--- config.mk ---
export PLATFORM = sky130hd
export DESIGN_NAME = rename_regfile_flat
export DESIGN_NICKNAME = d
export VERILOG_FILES = /design/src/rtl/rename_regfile_pkg.sv /design/src/rtl/rename_regfile_if.sv /design/src/rtl/rf_ckpt_alloc.sv /design/src/rtl/rename_regfile.sv /design/src/flat_wrapper.sv
export SDC_FILE = /design/constraint.sdc
export NUM_CORES = 2
export LEC_CHECK = 0
export ABC_CLOCK_PERIOD_IN_PS = 9500
export BUFFER_PORTS_ARGS = -buffer_cell sky130_fd_sc_hd__buf_4
export CORE_MARGIN = 2
export CORE_UTILIZATION = 55
export CTS_CLUSTER_DIAMETER = 200
export DETAILED_ROUTE_END_ITERATION = 8
export GPL_TIMING_DRIVEN = 1
export PLACE_DENSITY = 0.75
export SYNTH_ARGS = -nofsm -noshare
export SYNTH_HDL_FRONTEND = slang
export SYNTH_SLANG_ARGS = --single-unit
--- constraint.sdc ---
create_clock -name clk -period 9.5 [get_ports clk]
set_input_delay 1.425 -clock clk [delete_from_list [all_inputs] [get_ports clk]]
set_output_delay 1.425 -clock clk [all_outputs]
set_load 0.005 [all_outputs]
--- src/rtl/rename_regfile_pkg.sv ---
// Shared widths, types and helpers for the rename register file.
// Checkpoint logic is compiled in only when RF_CKPT_EN is defined.
package rename_regfile_pkg;
    localparam int XLEN     = 32;
    localparam int NUM_REGS = 32;
    localparam int REG_W    = 5;
    localparam int ROB_W    = 4;
    localparam int NUM_RD   = 2;
    localparam int NUM_CKPT = 4;
    localparam int CKPT_W   = $clog2(NUM_CKPT);

    typedef logic [REG_W-1:0]  reg_idx_t;
    typedef logic [ROB_W-1:0]  rob_tag_t;
    typedef logic [XLEN-1:0]   xlen_t;
    typedef logic [CKPT_W-1:0] ckpt_id_t;

    // A not-ready operand is returned as its producing ROB tag, zero-extended.
    function automatic xlen_t tag_to_data(input rob_tag_t tag);
        return {{(XLEN-ROB_W){1'b0}}, tag};
    endfunction
endpackage

--- src/rtl/rename_regfile_if.sv ---
// Decode/dispatch/commit/checkpoint bus of the rename register file.
interface rename_regfile_if;
    import rename_regfile_pkg::*;

    logic                     rdy;
    logic                     roll;
    logic [NUM_RD-1:0]        rd_en;
    logic [NUM_RD*REG_W-1:0]  rd_idx;
    logic [NUM_RD-1:0]        rd_valid;
    logic [NUM_RD-1:0]        rd_ready;
    logic [NUM_RD*XLEN-1:0]   rd_data;
    logic                     dis_en;
    reg_idx_t                 dis_rd;
    rob_tag_t                 dis_tag;
    logic                     cmt_en;
    rob_tag_t                 cmt_tag;
    reg_idx_t                 cmt_rd;
    xlen_t                    cmt_val;
    logic                     ckpt_alloc;
    ckpt_id_t                 ckpt_id;
    logic                     ckpt_full;
    logic                     ckpt_release;
    ckpt_id_t                 rel_id;
    logic                     ckpt_restore;
    ckpt_id_t                 res_id;

    modport master (
        output rdy, roll, rd_en, rd_idx, dis_en, dis_rd, dis_tag,
               cmt_en, cmt_tag, cmt_rd, cmt_val,
               ckpt_alloc, ckpt_release, rel_id, ckpt_restore, res_id,
        input  rd_valid, rd_ready, rd_data, ckpt_id, ckpt_full
    );
    modport slave (
        input  rdy, roll, rd_en, rd_idx, dis_en, dis_rd, dis_tag,
               cmt_en, cmt_tag, cmt_rd, cmt_val,
               ckpt_alloc, ckpt_release, rel_id, ckpt_restore, res_id,
        output rd_valid, rd_ready, rd_data, ckpt_id, ckpt_full
    );
endinterface

--- src/rtl/rf_ckpt_alloc.sv ---
// Checkpoint free list: valid bits, lowest-free encoder and per-checkpoint
// dependency masks so a restore also frees every younger checkpoint.
module rf_ckpt_alloc
    import rename_regfile_pkg::*;
(
    input  logic                clk,
    input  logic                rst_n,
    input  logic                rdy,
    input  logic                roll,
    input  logic                alloc_fire,
    input  logic                release_en,
    input  ckpt_id_t            rel_id,
    input  logic                restore_en,
    input  ckpt_id_t            res_id,
    output logic [NUM_CKPT-1:0] valid,
    output ckpt_id_t            free_id,
    output logic                full
);
    logic [NUM_CKPT-1:0] valid_q, valid_d, freed;
    logic [NUM_CKPT-1:0] mask_q [NUM_CKPT];
    logic [NUM_CKPT-1:0] mask_d [NUM_CKPT];

    assign valid = valid_q;
    assign full  = &valid_q;

    always_comb begin
        free_id = '0;
        for (int j = NUM_CKPT-1; j >= 0; j--)
            if (!valid_q[j]) free_id = ckpt_id_t'(j);
    end

    always_comb begin
        freed = '0;
        if (roll) begin
            freed = '1;
        end else if (restore_en) begin
            // mask[j][k] set means j was taken while k was live, i.e. j is younger
            for (int j = 0; j < NUM_CKPT; j++)
                if (ckpt_id_t'(j) == res_id || mask_q[j][res_id]) freed[j] = 1'b1;
            if (rdy && release_en && rel_id != res_id) freed[rel_id] = 1'b1;
        end else if (rdy && release_en) begin
            freed[rel_id] = 1'b1;
        end
        valid_d = valid_q & ~freed;
        for (int i = 0; i < NUM_CKPT; i++)
            mask_d[i] = freed[i] ? '0 : (mask_q[i] & ~freed);
        if (alloc_fire) begin
            valid_d[free_id] = 1'b1;
            mask_d[free_id]  = valid_q & ~freed;
        end
    end

    always_ff @(posedge clk or negedge rst_n) begin
        if (!rst_n) begin
            valid_q <= '0;
            for (int i = 0; i < NUM_CKPT; i++) mask_q[i] <= '0;
        end else begin
            valid_q <= valid_d;
            for (int i = 0; i < NUM_CKPT; i++) mask_q[i] <= mask_d[i];
        end
    end
endmodule

--- src/rtl/rename_regfile.sv ---
// Architectural register file with rename table, commit forwarding and,
// when RF_CKPT_EN is defined, branch checkpoints with selective rollback.
module rename_regfile
    import rename_regfile_pkg::*;
(
    input  logic           clk,
    input  logic           rst_n,
    rename_regfile_if.slave bus
);
    xlen_t               val_q [NUM_REGS];
    xlen_t               val_d [NUM_REGS];
    rob_tag_t            tag_q [NUM_REGS];
    rob_tag_t            tag_d [NUM_REGS];
    logic [NUM_REGS-1:0] ready_q, ready_d, ready_cmt;
    logic [NUM_REGS-1:0] sel_ready;
    rob_tag_t            sel_tag [NUM_REGS];
    logic                commit_act, dispatch_act, restore_act;
    logic [NUM_RD-1:0]       rd_ready_c;
    logic [NUM_RD*XLEN-1:0]  rd_data_c;

    // Commits still land during a flush or restore even while stalled.
    assign commit_act   = bus.cmt_en && (bus.cmt_rd != '0) && (bus.rdy || bus.roll || restore_act);
    assign dispatch_act = bus.dis_en && (bus.dis_rd != '0) && bus.rdy && !bus.roll && !restore_act;

    for (genvar gi = 0; gi < NUM_REGS; gi++) begin : g_cmt
        assign ready_cmt[gi] = ready_q[gi] |
            (commit_act && bus.cmt_rd == REG_W'(gi) && tag_q[gi] == bus.cmt_tag);
    end

    for (genvar gi = 0; gi < NUM_RD; gi++) begin : g_rd
        reg_idx_t src;
        logic     fwd;
        assign src = bus.rd_idx[gi*REG_W +: REG_W];
        assign fwd = bus.cmt_en && (bus.cmt_tag == tag_q[src]);
        assign rd_ready_c[gi] = bus.rd_en[gi] && (src == '0 || ready_q[src] || fwd);
        assign rd_data_c[gi*XLEN +: XLEN] =
            (!bus.rd_en[gi] || src == '0) ? '0 :
            ready_q[src] ? val_q[src] :
            fwd ? bus.cmt_val : tag_to_data(tag_q[src]);
    end

    assign bus.rd_valid = bus.rd_en;
    assign bus.rd_ready = rd_ready_c;
    assign bus.rd_data  = rd_data_c;

`ifdef RF_CKPT_EN
    logic [NUM_REGS-1:0] snap_ready_q [NUM_CKPT];
    logic [NUM_REGS-1:0] snap_ready_d [NUM_CKPT];
    rob_tag_t            snap_tag_q   [NUM_CKPT][NUM_REGS];
    rob_tag_t            snap_tag_d   [NUM_CKPT][NUM_REGS];
    logic [NUM_CKPT-1:0] ckpt_valid;
    ckpt_id_t            alloc_id;
    logic                alloc_full, alloc_fire;

    assign restore_act = bus.ckpt_restore;
    assign alloc_fire  = bus.ckpt_alloc && !alloc_full && bus.rdy && !bus.roll && !restore_act;
    assign bus.ckpt_id   = alloc_id;
    assign bus.ckpt_full = alloc_full;

    rf_ckpt_alloc u_alloc (
        .clk        (clk),
        .rst_n      (rst_n),
        .rdy        (bus.rdy),
        .roll       (bus.roll),
        .alloc_fire (alloc_fire),
        .release_en (bus.ckpt_release),
        .rel_id     (bus.rel_id),
        .restore_en (restore_act),
        .res_id     (bus.res_id),
        .valid      (ckpt_valid),
        .free_id    (alloc_id),
        .full       (alloc_full)
    );

    // A new snapshot sees this cycle's commit but not this cycle's dispatch.
    always_comb begin
        for (int j = 0; j < NUM_CKPT; j++) begin
            snap_ready_d[j] = snap_ready_q[j];
            for (int r = 0; r < NUM_REGS; r++) snap_tag_d[j][r] = snap_tag_q[j][r];
            if (alloc_fire && alloc_id == ckpt_id_t'(j)) begin
                snap_ready_d[j] = ready_cmt;
                for (int r = 0; r < NUM_REGS; r++) snap_tag_d[j][r] = tag_q[r];
            end else if (ckpt_valid[j] && commit_act &&
                         snap_tag_q[j][bus.cmt_rd] == bus.cmt_tag) begin
                snap_ready_d[j][bus.cmt_rd] = 1'b1;
            end
        end
    end

    assign sel_ready = snap_ready_d[bus.res_id];
    for (genvar gi = 0; gi < NUM_REGS; gi++) begin : g_sel
        assign sel_tag[gi] = snap_tag_q[bus.res_id][gi];
    end

    always_ff @(posedge clk or negedge rst_n) begin
        if (!rst_n) begin
            for (int j = 0; j < NUM_CKPT; j++) begin
                snap_ready_q[j] <= '1;
                for (int r = 0; r < NUM_REGS; r++) snap_tag_q[j][r] <= '0;
            end
        end else begin
            for (int j = 0; j < NUM_CKPT; j++) begin
                snap_ready_q[j] <= snap_ready_d[j];
                for (int r = 0; r < NUM_REGS; r++) snap_tag_q[j][r] <= snap_tag_d[j][r];
            end
        end
    end
`else
    logic unused_ckpt;
    assign unused_ckpt   = ^{bus.ckpt_alloc, bus.ckpt_release, bus.rel_id,
                             bus.ckpt_restore, bus.res_id};
    assign restore_act   = 1'b0;
    assign bus.ckpt_id   = '0;
    assign bus.ckpt_full = 1'b1;
    assign sel_ready     = '1;
    for (genvar gi = 0; gi < NUM_REGS; gi++) begin : g_sel
        assign sel_tag[gi] = '0;
    end
`endif

    // Dispatch is applied after commit so it wins on the same destination.
    always_comb begin
        for (int r = 0; r < NUM_REGS; r++) begin
            val_d[r] = val_q[r];
            tag_d[r] = tag_q[r];
        end
        ready_d = ready_q;
        if (commit_act) val_d[bus.cmt_rd] = bus.cmt_val;
        if (bus.roll) begin
            ready_d = '1;
        end else if (restore_act) begin
            ready_d = sel_ready;
            for (int r = 0; r < NUM_REGS; r++) tag_d[r] = sel_tag[r];
        end else if (bus.rdy) begin
            ready_d = ready_cmt;
            if (dispatch_act) begin
                tag_d[bus.dis_rd]   = bus.dis_tag;
                ready_d[bus.dis_rd] = 1'b0;
            end
        end
    end

    always_ff @(posedge clk or negedge rst_n) begin
        if (!rst_n) begin
            ready_q <= '1;
            for (int r = 0; r < NUM_REGS; r++) begin
                val_q[r] <= '0;
                tag_q[r] <= '0;
            end
        end else begin
            ready_q <= ready_d;
            for (int r = 0; r < NUM_REGS; r++) begin
                val_q[r] <= val_d[r];
                tag_q[r] <= tag_d[r];
            end
        end
    end
endmodule

--- src/flat_wrapper.sv ---
// flat-port wrapper written by rule: the top's interface ports become plain ports
module rename_regfile_flat import rename_regfile_pkg::*;
  (clk, rst_n, bus_rdy, bus_roll, bus_rd_en, bus_rd_idx, bus_dis_en, bus_dis_rd, bus_dis_tag, bus_cmt_en, bus_cmt_tag, bus_cmt_rd, bus_cmt_val, bus_ckpt_alloc, bus_ckpt_release, bus_rel_id, bus_ckpt_restore, bus_res_id, bus_rd_valid, bus_rd_ready, bus_rd_data, bus_ckpt_id, bus_ckpt_full);
  rename_regfile_if bus_i ();
  input  logic clk;
  input  logic rst_n;
  input wire logic [$bits(bus_i.rdy)-1:0] bus_rdy;
  input wire logic [$bits(bus_i.roll)-1:0] bus_roll;
  input wire logic [$bits(bus_i.rd_en)-1:0] bus_rd_en;
  input wire logic [$bits(bus_i.rd_idx)-1:0] bus_rd_idx;
  input wire logic [$bits(bus_i.dis_en)-1:0] bus_dis_en;
  input wire logic [$bits(bus_i.dis_rd)-1:0] bus_dis_rd;
  input wire logic [$bits(bus_i.dis_tag)-1:0] bus_dis_tag;
  input wire logic [$bits(bus_i.cmt_en)-1:0] bus_cmt_en;
  input wire logic [$bits(bus_i.cmt_tag)-1:0] bus_cmt_tag;
  input wire logic [$bits(bus_i.cmt_rd)-1:0] bus_cmt_rd;
  input wire logic [$bits(bus_i.cmt_val)-1:0] bus_cmt_val;
  input wire logic [$bits(bus_i.ckpt_alloc)-1:0] bus_ckpt_alloc;
  input wire logic [$bits(bus_i.ckpt_release)-1:0] bus_ckpt_release;
  input wire logic [$bits(bus_i.rel_id)-1:0] bus_rel_id;
  input wire logic [$bits(bus_i.ckpt_restore)-1:0] bus_ckpt_restore;
  input wire logic [$bits(bus_i.res_id)-1:0] bus_res_id;
  output wire logic [$bits(bus_i.rd_valid)-1:0] bus_rd_valid;
  output wire logic [$bits(bus_i.rd_ready)-1:0] bus_rd_ready;
  output wire logic [$bits(bus_i.rd_data)-1:0] bus_rd_data;
  output wire logic [$bits(bus_i.ckpt_id)-1:0] bus_ckpt_id;
  output wire logic [$bits(bus_i.ckpt_full)-1:0] bus_ckpt_full;
  assign bus_i.rdy = bus_rdy;
  assign bus_i.roll = bus_roll;
  assign bus_i.rd_en = bus_rd_en;
  assign bus_i.rd_idx = bus_rd_idx;
  assign bus_i.dis_en = bus_dis_en;
  assign bus_i.dis_rd = bus_dis_rd;
  assign bus_i.dis_tag = bus_dis_tag;
  assign bus_i.cmt_en = bus_cmt_en;
  assign bus_i.cmt_tag = bus_cmt_tag;
  assign bus_i.cmt_rd = bus_cmt_rd;
  assign bus_i.cmt_val = bus_cmt_val;
  assign bus_i.ckpt_alloc = bus_ckpt_alloc;
  assign bus_i.ckpt_release = bus_ckpt_release;
  assign bus_i.rel_id = bus_rel_id;
  assign bus_i.ckpt_restore = bus_ckpt_restore;
  assign bus_i.res_id = bus_res_id;
  assign bus_rd_valid = bus_i.rd_valid;
  assign bus_rd_ready = bus_i.rd_ready;
  assign bus_rd_data = bus_i.rd_data;
  assign bus_ckpt_id = bus_i.ckpt_id;
  assign bus_ckpt_full = bus_i.ckpt_full;
  rename_regfile u_core (.clk(clk), .rst_n(rst_n), .bus(bus_i));
endmodule
==> summary.md <==
| Metric | Value |
|---|---|
| Post-place setup slack | `2060 ps` |
| Synth warn | `0` |
| Clock Latency Late Sink | `750 ps` |
| Synthesized area | `65800 µm²` |
| Synth Instances | `4334` |
| Commonest non-fill, non-tap cell in the layout | `dfrtp_1` |
| PwrDens | `201 nW/µm²` |
| Crit path launch type | `primary input` |
| Synth cell types | `77` |
| Slowest-stage cell, CP | `nor2_8` |
| Seq/Total Area, Yosys | `45.1%` |
| Slew of the pin with the lowest slew margin | `1370 ps` |
| Maximum clock insertion buffer count | `3` |
| # setup viols final | `0` |
| Ranking of synthesized cells by area | `dfrtp_1, mux4_2, mux2_2, mux2i_1, clkbuf_1` |
| Layout cells sized above 1 | `53.5%` |
| Slowest stage delay, CP | `910 ps` |
| Outcome | `finished clean` |
| Max Cap Violations | `0` |
| Max_slew headroom | `8.07%` |
| Core Area | `118000 µm²` |
| Synthesis-stage register bit count | `1184` |
| Clk sinks | `1184` |
| Skew final | `20.3 ps` |
| Vert. Die Dim | `350 µm` |
| Final worst slack | `1960 ps` |
| Max IR drop VDD | `180 µV` |
| WL/cell | `32.2 µm` |
| Die W | `350 µm` |
| Final Slew Violations | `0` |
| HP Class | `register to register` |
| Worst EP required | `8080 ps` |
| Arr. time, crit path | `6120 ps` |
| Most Frequent Cell on Critical Path | `buf_4` |
| Fill count | `8707` |
| Vias in the first global route | `42600` |
| Worst-path cell chain | `buf_8 > buf_4 > mux4_1 > mux2_2 > nor4_2 > nor2_1 > a211oi_2 > nand4_4 > nor2_8 > a32o_1 > buf_4` |
| Total track usage | `31.8%` |
| Period utilization | `79.4%` |
| Min Clock Period, post-route | `7540 ps` |
| Clock Pin Slew Worst Setup and Hold Paths | `60 ps` |
| Top Ports | `146` |
| Post-Synthesis Mean Instance Area | `15.2 µm²` |
| Detailed placement HPWL | `105000 µm` |
| Final Hold Vio Count | `0` |
| Pre-Repair DR Iteration Count | `5` |
| Vias per inst | `6.97` |
| DRC errors left | `0` |
| CTS root buf | `clkbuf_16` |
| Total leakage power | `31.1 nW` |
| CP Max Fanout | `97` |
| Port-buffer cells | `135` |
| # resized after CTS | `0` |
| Cts bufs inserted | `130` |
| TritonCTS clock tree | `built` |
| Most used DFF post-synth | `dfrtp_1` |
| Initial DRC count | `4973` |
| Commonest cells after routing, fill and taps aside | `dfrtp_1, mux2_2, mux4_2, buf_4, mux2i_1` |
| Yosys top cell area share | `43.8%` |
| Area leader, netlist | `dfrtp_1` |
| Row count | `126` |
| Vias | `41100` |
| Global-route wire length before repair | `285000 µm` |
| Layout Nets | `4269` |
| Area growth from synthesis to layout | `9.72%` |
| H-tree depth | `4` |
| Total negative setup slack | `0 ps` |
| Cts hold-fix bufs | `0` |
| Initial antenna violation count | `9` |
| Die area | `122000 µm²` |
| Initial Util | `55.5%` |
| EDFF count, synth | `0` |
| Critical path type | `primary input to output port` |
| Post-CTS Setup Inserts | `0` |
| Gr ovfl total | `0` |
| Largest net degree at the start of global routing | `174` |
| Final Routed Wirelength | `190000 µm` |
| ANT nets after route | `0` |
| Fmax | `133 MHz` |
| Routability cong. | `0.888` |
| CP endpoint kind | `output port` |
| Async set-reset flop share out of synthesis | `100%` |
| RSZ-0062 raised after global routing | `no` |
## critical path: cells and delay by family
family	cells	cell delay [ps]
muxes	2	800
and+or+nand+nor	4	1600
AOI/OAI and AO/OA	2	780
buffers and inverters	3	1450
## logic make-up (layout without fill, tap and decap cells)
logic type | Yosys count | in the layout | share of synthesized area (%)
mux | 1916 | 1916 | 44.2
compound gates | 236 | 236 | 2.92
xor+xnor | 128 | 128 | 1.73
other cells | 2 | 9 | 0.0114
flops | 1184 | 1184 | 45.1
simple gates | 365 | 365 | 2.72
buf+inv | 503 | 459 | 3.31
## registers in the layout, indices dropped and copies added (netlist names)
name / flops
u_core.ready_q: 32
u_core.tag_q: 128
u_core.val_q: 1024
## cell type report
class	instances	area (µm²)	area share (%)
diodes	6	15.0	0.0208
clock buffers	184	3810	5.28
clock inverters	45	693	0.961
inverters	19	73.8	0.102
multi-input cells	2648	34200	47.3
flip-flops and latches	1184	29700	41.1
well taps	1600	2000	2.77
repair buffers	211	1730	2.40
## power breakdown
part / internal (W) / total [W] / switching (W)
registers: 0.00583 / 0.00642 / 0.000588
clock network: 0.00325 / 0.00535 / 0.00210
logic: 0.00165 / 0.00274 / 0.00110
total: 0.0107 / 0.0145 / 0.00378
## per-layer routing
layer,track usage [%],routed length [µm],vias up
li1,-,-,16400
met1,43.7,75400,22200
met2,48.9,88900,2014
met3,6.94,16600,520
met4,14.9,9110,8
met5,0,53,-
## per-stage QoR
| stage | instance area (µm²) | cells | power (W) | utilization [%] | hold WS [ps] |
|---|---|---|---|---|---|
| after global routing | 72200 | 5895 | 0.0151 | 60.9 | 408 |
| after global placement | 67600 | 5662 | 0.00908 | 57.1 | 376 |
| after detailed placement | 67600 | 5662 | 0.00921 | 57.1 | 382 |
| after floorplan | 65800 | 4335 | 0.00839 | - | 441 |
| final | 72200 | 5897 | 0.0145 | 60.9 | 393 |
| after CTS | 72100 | 5891 | 0.0146 | 60.9 | 397 |
## synthesized netlist by cell type (all sizes together) (3+ instances only)
| cell type | n |
|---|---|
| nor2 | 93 |
| mux4 | 678 |
| a21oi | 9 |
| or3b | 4 |
| nand2b | 13 |
| mux2 | 1094 |
| nand4 | 5 |
| a41oi | 11 |
| nand3 | 21 |
| nand2 | 96 |
| a21o | 17 |
| a211oi | 13 |
| a211o | 4 |
| a22o | 5 |
| a41o | 13 |
| o22ai | 9 |
| dfrtp | 1152 |
| and3 | 4 |
| a22oi | 22 |
| and2 | 5 |
| o32ai | 4 |
| or3 | 4 |
| a31o | 3 |
| xor2 | 87 |
| inv | 19 |
| dfstp | 32 |
| nor3b | 3 |
| nor2b | 12 |
| o221ai | 4 |
| clkbuf | 336 |
| or2 | 9 |
| mux2i | 144 |
| buf | 148 |
| nor4 | 14 |
| xnor2 | 41 |
| o21a | 30 |
| o21ai | 37 |
| a31oi | 5 |
| nand3b | 6 |
| o2bb2ai | 25 |
| nor3 | 71 |
| o21bai | 16 |
## path summary, 6_finish.rpt
kind / cells past startpoint / endpoint / slack [ps] / start
hold / removal: 0 / u_core.val_q[993]$_DFFE_PN0P_ / 390 / u_core.val_q[993]$_DFFE_PN0P_
hold reg to reg: 0 / u_core.val_q[993]$_DFFE_PN0P_ / 390 / u_core.val_q[993]$_DFFE_PN0P_
min in group asynchronous: 1 / u_core.val_q[486]$_DFFE_PN0P_ / 680 / rst_n
max in group asynchronous: 3 / u_core.tag_q[19]$_DFFE_PN0P_ / 6590 / rst_n
setup / recovery: 11 / bus_rd_data[2] / 1960 / bus_rd_idx[1]
setup reg to reg: 4 / u_core.ready_q[29]$_DFFE_PN1N_ / 8170 / u_core.tag_q[10]$_DFFE_PN0P_
Note: power is estimated with default switching activity, not from simulation.
